$ cat src/rtl/upstream_risk_engine.sv
// upstream_risk_engine: per-client pre-trade risk table (acc, canc, max) with a
// serial read-evaluate-write request FSM and a fixed-latency accept/headroom response.
module upstream_risk_engine #(
    parameter int N_CLIENTS = 32,
    parameter int ID_W = (N_CLIENTS > 1) ? $clog2(N_CLIENTS) : 1,
    parameter int AMT_W = 16
) (
    input  logic                    clk,
    input  logic                    rst,
    input  logic                    req_valid,
    output logic                    req_ready,
    input  logic [1:0]              req_kind,
    input  logic [ID_W-1:0]         req_client,
    input  logic [AMT_W-1:0]        req_amount,
    output logic                    rsp_valid,
    output logic                    rsp_accept,
    output logic [ID_W-1:0]         rsp_client,
    output logic signed [AMT_W+1:0] rsp_headroom,
    output logic                    init_busy
);
    localparam int W = AMT_W + 2;

    typedef enum logic [2:0] {INIT, IDLE, READ, EVAL, WRITE} state_t;
    state_t state, state_n;

    logic [ID_W-1:0]      idx, cli, rd_idx;
    logic [1:0]           kind;
    logic [AMT_W-1:0]     amt;
    logic [3*AMT_W-1:0]   mem [N_CLIENTS];
    logic [AMT_W-1:0]     acc_r, canc_r, max_r;
    logic [AMT_W-1:0]     acc_e, canc_e, max_e, acc_sat;
    logic [AMT_W-1:0]     acc_n, canc_n, max_n;
    logic [AMT_W:0]       sum;
    logic                 wr_en, cli_ok, req_ok, ok_ord, ok_can, accept, last_idx;
    logic signed [W-1:0]  acc_s, canc_s, max_s, amt_s, outst, expo, head;
    logic signed [W-1:0]  acc_es, canc_es, max_es;

    if (N_CLIENTS >= (1 << ID_W)) begin : g_full
        assign cli_ok = 1'b1;
    end else begin : g_part
        assign cli_ok = {1'b0, cli} < (ID_W+1)'(N_CLIENTS);
    end

    assign req_ready = state == IDLE;
    assign init_busy = state == INIT;
    assign last_idx  = idx == ID_W'(N_CLIENTS - 1);
    assign rd_idx    = cli_ok ? cli : '0;

    always_ff @(posedge clk or posedge rst) begin
        if (rst) state <= INIT;
        else     state <= state_n;
    end

    always_comb begin
        state_n = state;
        case (state)
            INIT:    state_n = last_idx ? IDLE : INIT;
            IDLE:    state_n = req_valid ? READ : IDLE;
            READ:    state_n = EVAL;
            EVAL:    state_n = WRITE;
            default: state_n = IDLE;
        endcase
    end

    always_ff @(posedge clk or posedge rst) begin
        if (rst) begin
            idx  <= '0;
            kind <= '0;
            cli  <= '0;
            amt  <= '0;
        end else begin
            if (state == INIT) idx <= idx + 1'b1;
            if (req_valid && req_ready) begin
                kind <= req_kind;
                cli  <= req_client;
                amt  <= req_amount;
            end
        end
    end

    // Record table: cleared one entry per cycle in INIT, registered read every cycle
    always_ff @(posedge clk) begin
        if (state == INIT) mem[idx] <= '0;
        else if (state == WRITE && wr_en) mem[cli] <= {acc_n, canc_n, max_n};
        {acc_r, canc_r, max_r} <= mem[rd_idx];
    end

    assign acc_s  = W'(acc_r);
    assign canc_s = W'(canc_r);
    assign max_s  = W'(max_r);
    assign amt_s  = W'(amt);
    assign outst  = acc_s - canc_s;
    assign expo   = outst + amt_s;
    assign ok_ord = expo < max_s;
    assign ok_can = amt_s <= outst;
    assign sum    = {1'b0, acc_r} + {1'b0, amt};
    assign acc_sat = sum[AMT_W] ? '1 : sum[AMT_W-1:0];

    assign req_ok = cli_ok && kind != 2'b11;
    assign accept = req_ok && (kind == 2'b00 ? ok_ord : kind == 2'b10 ? ok_can : 1'b1);

    assign acc_e  = (accept && kind == 2'b00) ? acc_sat : acc_r;
    assign canc_e = (accept && kind == 2'b10) ? canc_r + amt : canc_r;
    assign max_e  = (accept && kind == 2'b01) ? amt : max_r;

    assign acc_es  = W'(acc_e);
    assign canc_es = W'(canc_e);
    assign max_es  = W'(max_e);
    assign head    = req_ok ? max_es - (acc_es - canc_es) : '0;

    // Decision and post-operation record are captured at the end of EVAL
    always_ff @(posedge clk or posedge rst) begin
        if (rst) begin
            rsp_valid    <= 1'b0;
            rsp_accept   <= 1'b0;
            rsp_client   <= '0;
            rsp_headroom <= '0;
            wr_en        <= 1'b0;
            acc_n        <= '0;
            canc_n       <= '0;
            max_n        <= '0;
        end else begin
            rsp_valid <= state == EVAL;
            if (state == EVAL) begin
                rsp_accept   <= accept;
                rsp_client   <= cli;
                rsp_headroom <= head;
                wr_en        <= accept;
                acc_n        <= acc_e;
                canc_n       <= canc_e;
                max_n        <= max_e;
            end
        end
    end
endmodule

$ cat config.mk
export PLATFORM = sky130hd
export DESIGN_NAME = upstream_risk_engine
export DESIGN_NICKNAME = d
export VERILOG_FILES = /design/src/rtl/upstream_risk_engine.sv
export SDC_FILE = /design/constraint.sdc
export NUM_CORES = 2
export LEC_CHECK = 0
export ABC_AREA = 1
export BUFFER_PORTS_ARGS = -buffer_cell sky130_fd_sc_hd__buf_4
export CAP_MARGIN = 15
export CORE_MARGIN = 5
export CORE_UTILIZATION = 46
export DETAILED_ROUTE_END_ITERATION = 10
export MAX_ROUTING_LAYER = met4
export PLACE_DENSITY = 0.58
export RECOVER_POWER = 25
export SYNTH_ARGS = -nofsm -noshare
export SYNTH_HDL_FRONTEND = slang
export SYNTH_SLANG_ARGS = --single-unit
$ cat constraint.sdc
create_clock -name clk -period 10.5 [get_ports clk]
set_clock_uncertainty 0.1 [all_clocks]
set_input_delay 0.525 -clock clk [delete_from_list [all_inputs] [get_ports clk]]
set_output_delay 0.525 -clock clk [all_outputs]
set_load 0.005 [all_outputs]
Yosys cells after proc, flatten, opt, wreduce, memory -nomap -nowiden
Memory sizes are Yosys's and may differ from the RTL's. A register that Yosys moved wholly into a read port is not among the register bits. Index checks and enable logic that the tools add are counted.

Bits in writable memories: 1536. Register bits: 104. Memories kept: 1. Logic and storage cells: 57. Bits of input ports: 26. Output and inout port bits: 27.

Eq/ne operators: 8. Add/subtract/negate cells: 7. $lt $le $gt $ge: 2. Reductions and logical operators: 9. Mux-type cells: 18.

Memories: mem (words 32, bits a word 48, rd ports 1, clocked after memory_dff 1, write ports 1, line 29) `logic [3*AMT_W-1:0] mem [N_CLIENTS];`.

Operator list (number): $mux 16 (4); $mux 48 (1); $reduce_or 48->1 (1); $sub 16x16->17 (2); $add 17x17->18 (1); $lt 18x17->1 (1); $mux 18 (1); $sub 17x17->18 (1); $add 16x16->17 (1); $le 17x17->1 (1); $add 16x16->16 (1); $pmux 3 s4 (1); $mux 1 (9); $eq 3x2->1 const B (2); $logic_and 1x1->1 (6); $add 5x1->5 const B (1); $eq 5x5->1 const B (1); $mux 5 (1); $eq 3x1->1 const B (1); $eq 3x3->1 const B (1); $logic_not 3->1 (1); $eq 2x1->1 const B (1); $eq 2x2->1 const B (1); $logic_not 2->1 (1); 2 further kinds (2).

Longest topological paths before layout
Depth after elaboration: 10. Mapped depth: 53. Depth with buffers taken out: 51.

Worst setup path before layout
No wires, ideal clock.

Path kind: reg2reg. From: register acc_r[0] (read register of mem). To: register rsp_headroom[17]. Clock period less this slack: 7.383 ns. Slack: 3.117 ns. Path buffers: 1. Data arrival time: 7.188 ns. Required time: 10.305 ns. Cell stages (with the launch flop): 45. Library setup time: 0.095 ns. Path through: dfxtp_1 > inv_1 > ha_1 > fa_1 > o21bai_1 > nand2_1 > nand2_2 > nand2_1 > o21bai_1 > xor2_1 > ha_1 > a21oi_1 > nor2_1 > a211oi_1 > o21ai_2 > a31oi_1 > xnor2_1 > ha_1 > (+9 left out) > and2_1 > ha_1 > fa_1 > o21ai_0 > a21oi_1 > o21ai_0 > a31oi_1 > o21ai_0 > xor2_1 > ha_1 > nand2_1 > inv_1 > a221o_1 > a31oi_1 > nand2_1 > nand2_1 > nand2_1 > o31ai_1.

Word-level cells in the longest chain between the ends: 10. Elaborated cells between the ends (all ways): 18. Those cells by class: 5 x add/sub; 2 x order compare; 7 x mux; 4 x reduce/logical.

Ends and longest elaborated chain: start, declared (line 30) `logic [AMT_W-1:0] acc_r, canc_r, max_r;`; $sub 16x16->17 * (line 92) `assign outst = acc_s - canc_s;`; $add 17x17->18 / $le 17x17->1 (equally long branches) (line 93, 95); $lt 18x17->1 / $mux 1 (equally long branches) (line 94, 100); $mux 1 * (line 100) `assign accept = req_ok && (kind == 2'b00 ? ok_ord : kind == 2'b10 ? ok_can : 1'b1);`; $logic_and 1x1->1 * (line 100); $logic_and 1x1->1 * (line 103) `assign canc_e = (accept && kind == 2'b10) ? canc_r + amt : canc_r;`; $mux 16 * (line 103); named net canc_e[0] (line 31) `logic [AMT_W-1:0] acc_e, canc_e, max_e, acc_sat;`; $sub 16x16->17 * (line 109) `assign head = req_ok ? max_es - (acc_es - canc_es) : '0;`; $sub 17x17->18 * (line 109); $mux 18 * (line 109); end signal, assigned (line 117) `rsp_headroom <= '0;`; end signal, assigned (line 127) `rsp_headroom <= head;`; end, declared (line 18) `output logic signed [AMT_W+1:0] rsp_headroom,`.

The timed path passes the listed nets; every way through them passes the cells marked *. A chain may end at the register's enable or synchronous reset.

Final worst setup path
From: register acc_r[0] (read register of mem). To: register rsp_headroom[17].

Word-level cells in the longest chain between the ends: 10. Elaborated cells between the ends (all ways): 18. Those cells by class: 5 x add/sub; 2 x order compare; 7 x mux; 4 x reduce/logical.

Ends and longest elaborated chain: $sub 16x16->17 (line 92); $add 17x17->18 / $le 17x17->1 (equally long branches) (line 93, 95); $lt 18x17->1 / $mux 1 (equally long branches) (line 94, 100); $mux 1 (line 100); $logic_and 1x1->1 (line 100); $logic_and 1x1->1 (line 102) `assign acc_e = (accept && kind == 2'b00) ? acc_sat : acc_r;`; $mux 16 * (line 102); named net acc_e[2] (line 31); $sub 16x16->17 * (line 109); $sub 17x17->18 * (line 109); $mux 18 * (line 109).

Marked as above.

==> impl_metrics.env <==
export IMPL_violations="capacitance limit, slew limit"
export IMPL_r2r_cells=48
export IMPL_cts_buffers=171
export IMPL_grt_usage_pct=26.8
export IMPL_layout_common_cells="edfxtp_1, nor2_1, o21ai_0, nand2_1, o221ai_1"
export IMPL_power_density_nw_per_um2=351
export IMPL_cpMostUsedCell="nand2_1"
export IMPL_rows=144
export IMPL_setup_slack_ns=1.66
export IMPL_layout_drive_gt1_share_pct=8.31
export IMPL_rr_startpoint="acc_r[0]$_DFF_P_"
export IMPL_place_congestion=0.939
export IMPL_ys_seq_elements=1688
export IMPL_dp_hpwl_mm=116
export IMPL_synth_edf_count=1536
export IMPL_period_share_pct=84.2
export IMPL_vias=48100
export IMPL_drtAntennaViolNets=0
export IMPL_grt_pass1_wl_mm=312
export IMPL_via_per_inst=6.02
export IMPL_layout_commonest_cell="edfxtp_1"
export IMPL_num_fill_cells=13200
export IMPL_netlist_area_sq_um=70800
export IMPL_die_h_um=402
export IMPL_drc=0
export IMPL_initial_utilization_pct=46.1
export IMPL_fin_nets=5955
export IMPL_hold_viol_final=0
export IMPL_cts_sinks=1688
export IMPL_io_buffers=52
export IMPL_max_cap_violations=6
export IMPL_place_inst=7627
export IMPL_synth_xor_area_share_pct=0.878
export IMPL_stdcell_count=7979
export IMPL_dr_pass1_iters=6
export IMPL_clock_path_buffers=3
export IMPL_finalSetupViolCount=0
export IMPL_synth_nets=5935
export IMPL_holdCritStartpoint="canc_n[14]$_DFFE_PP0P_"
export IMPL_die_area_sq_um=162000
export IMPL_r2r_slack_ns=1.66
export IMPL_status="complete, but fails checks"
export IMPL_yosys_area_top_type="edfxtp_1"
export IMPL_synth_area_top_cells="edfxtp_1, o21ai_0, nor2_1, dfrtp_1, o221ai_1"
export IMPL_areaGrowthSynthToFinish_pct=11.9
export IMPL_grt_max_degree=170
export IMPL_dieWidth_um=402
export IMPL_worstPathRequired_ns=11.12
export IMPL_synthCells=5773
export IMPL_grt_pass1_vias=45200
export IMPL_synth_top_area_share_pct=65.2
export IMPL_drt_iter0_drc=5598
export IMPL_reg2reg_to="rsp_headroom[17]$_DFFE_PP0P_"
export IMPL_timing_slew_headroom_pct=-141
export IMPL_end_kind="register"
export IMPL_min_to="canc_n[14]$_DFFE_PP0P_"
export IMPL_cp_max_fo=23
export IMPL_cts_root_buf="clkbuf_16"
export IMPL_multiInputGateArea_sq_um=19000
export IMPL_rsz0062_at_grt="no"
export IMPL_cp_start_kind="register"
export IMPL_p_leak_nw=27.4
export IMPL_worstMarginPinSlew_ns=3.62
export IMPL_yosys_area_share_simple_pct=9.55
export IMPL_antenna_found_initial=5
export IMPL_period_needed_ns=8.84
export IMPL_hold_path_class="register to register"
export IMPL_synth_distinct_cells=60
export IMPL_cp_arrival_ns=9.46
export IMPL_yosysWarnings=0
export IMPL_pin_count=53
export IMPL_max_freq_mhz=113
export IMPL_wl_per_cell_um=27.1
export IMPL_synth_seq_area_share_pct=70.2
export IMPL_cts_tree="yes"
export IMPL_whs_ns=0.377
export IMPL_grt_ovfl_total=0
export IMPL_drv_slew=244
export IMPL_synth_flop_cell="edfxtp_1"
export IMPL_cts_resized=0
export IMPL_clkLatencyLatePin_ns=0.82
export IMPL_synthMuxAreaShare_pct=0.0318
export IMPL_clk_pin_slew_ns=0.06
export IMPL_timing_worst_setup_path_type="register to register"
export IMPL_dp_worst_setup_slack_ns=1.67
export IMPL_synth_top_family_by_area="compound AO/OA/AOI/OAI gates"
export IMPL_fp_coreArea_sq_um=154000
export IMPL_hold_depth=2
export IMPL_wl_mm=216
export IMPL_htree_levels=4
export IMPL_finalSetupTns_ns=0
export IMPL_peakVddDrop_v=0.000370
export IMPL_syn_avg_cell_area_sq_um=12.3
export IMPL_synthAdderAreaFrac_pct=2.47
export IMPL_seq_area_sq_um=49700
export IMPL_slowest_delay_ns=0.62
export IMPL_synthArstFlopShare_pct=6.16
export IMPL_slowest_stage="o21ai_0"
export IMPL_synth_compound_area_share_pct=13.5
logic make-up after synthesis:
logic type | Yosys count
compound gates | 1586
simple gates | 1656
mux | 2
fa+ha+maj | 136
flops | 1688
xor+xnor | 71
buf+inv | 634
metal layers:
layer	track usage, %	share of wire, %
met1	38.3	44
met2	40.8	46
met3	3.82	8.0
met4	7.22	2.7
met5	-	0
sequential cells by signal, summed over array words and instances (netlist names):
| signal | count |
|---|---|
| acc_n | 16 |
| acc_r | 16 |
| amt | 16 |
| canc_n | 16 |
| canc_r | 16 |
| cli | 5 |
| idx | 5 |
| kind | 2 |
| max_n | 16 |
| max_r | 16 |
| mem | 1536 |
| rsp_accept | 1 |
| rsp_client | 5 |
| rsp_headroom | 18 |
| rsp_valid | 1 |
| state | 3 |
power breakdown:
part | leakage [nW] | switching, mW | internal, mW
clock | 2.60 | 2.58 | 3.28
sequential | 15.8 | 0.562 | 7.98
combinational | 8.94 | 9.13 | 4.24
what timing repair did:
| action | 4_1_cts | 5_1_grt |
|---|---|---|
| endpoints found under the hold margin | 64 | 0 |
| buffers inserted | 0 | 0 |
| hold buffers | 25 | 0 |
layout make-up:
type / instances / area share [%]
timing repair buffer: 214 / 2.01
antenna: 2 / 0.00632
sequential: 1688 / 62.8
inverter: 267 / 1.30
tap: 2044 / 3.23
multi-input combinational: 3451 / 23.9
clock inverter: 95 / 0.986
clock buffer: 218 / 5.77
Yosys cell counts (15+ instances only):
cell type,number
edfxtp_1,1536
o221ai_1,283
nand4_1,24
a31oi_1,59
inv_1,257
xor2_1,57
nor2_1,1049
dfrtp_1,104
buf_2,15
ha_1,130
dfxtp_1,48
a21oi_1,125
nand2_1,374
o21ai_1,16
nand3_1,149
clkbuf_1,320
a32oi_1,47
buf_1,28
o22ai_1,102
o21ai_0,908
through the flow:
step / total power, mW / instance area (sq um) / utilization [%]
3_5_place_dp: 21.8 / 73700 / 48.0
6_report: 27.8 / 79200 / 51.6
5_1_grt: 29.6 / 79200 / 51.6
2_1_floorplan: 17.7 / 70800 / -
4_1_cts: 27.7 / 79300 / 51.6
3_3_place_gp: 21.8 / 73700 / 48.0
how the worst max path moves through the flow:
| stage | startpoint | endpoint | slack, ns | cells after the start |
|---|---|---|---|---|
| 3_5_place_dp | acc_r[0]$_DFF_P_ | rsp_headroom[17]$_DFFE_PP0P_ | 1.67 | 46 |
| 5_1_grt | acc_r[0]$_DFF_P_ | rsp_headroom[17]$_DFFE_PP0P_ | 0.80 | 47 |
| 2_1_floorplan | acc_r[0]$_DFF_P_ | rsp_headroom[17]$_DFFE_PP0P_ | 3.12 | 44 |
| 6_report | acc_r[0]$_DFF_P_ | rsp_headroom[17]$_DFFE_PP0P_ | 1.66 | 48 |
| 4_1_cts | acc_r[0]$_DFF_P_ | rsp_headroom[17]$_DFFE_PP0P_ | 1.64 | 47 |
| 3_3_place_gp | acc_r[0]$_DFF_P_ | rsp_headroom[17]$_DFFE_PP0P_ | 1.75 | 48 |
critical path, delay by kind of cell (launching register included):
| family | cells | cell delay [ns] |
|---|---|---|
| adder cells (fa/ha/maj) | 6 | 1.95 |
| buffers and inverters | 3 | 0.17 |
| flip-flops | 1 | 0.35 |
| AND/OR/NAND/NOR | 20 | 2.22 |
| AO/OA/AOI/OAI | 16 | 3.31 |
| XOR/XNOR | 3 | 0.62 |
(Power assumes the default switching activity.)
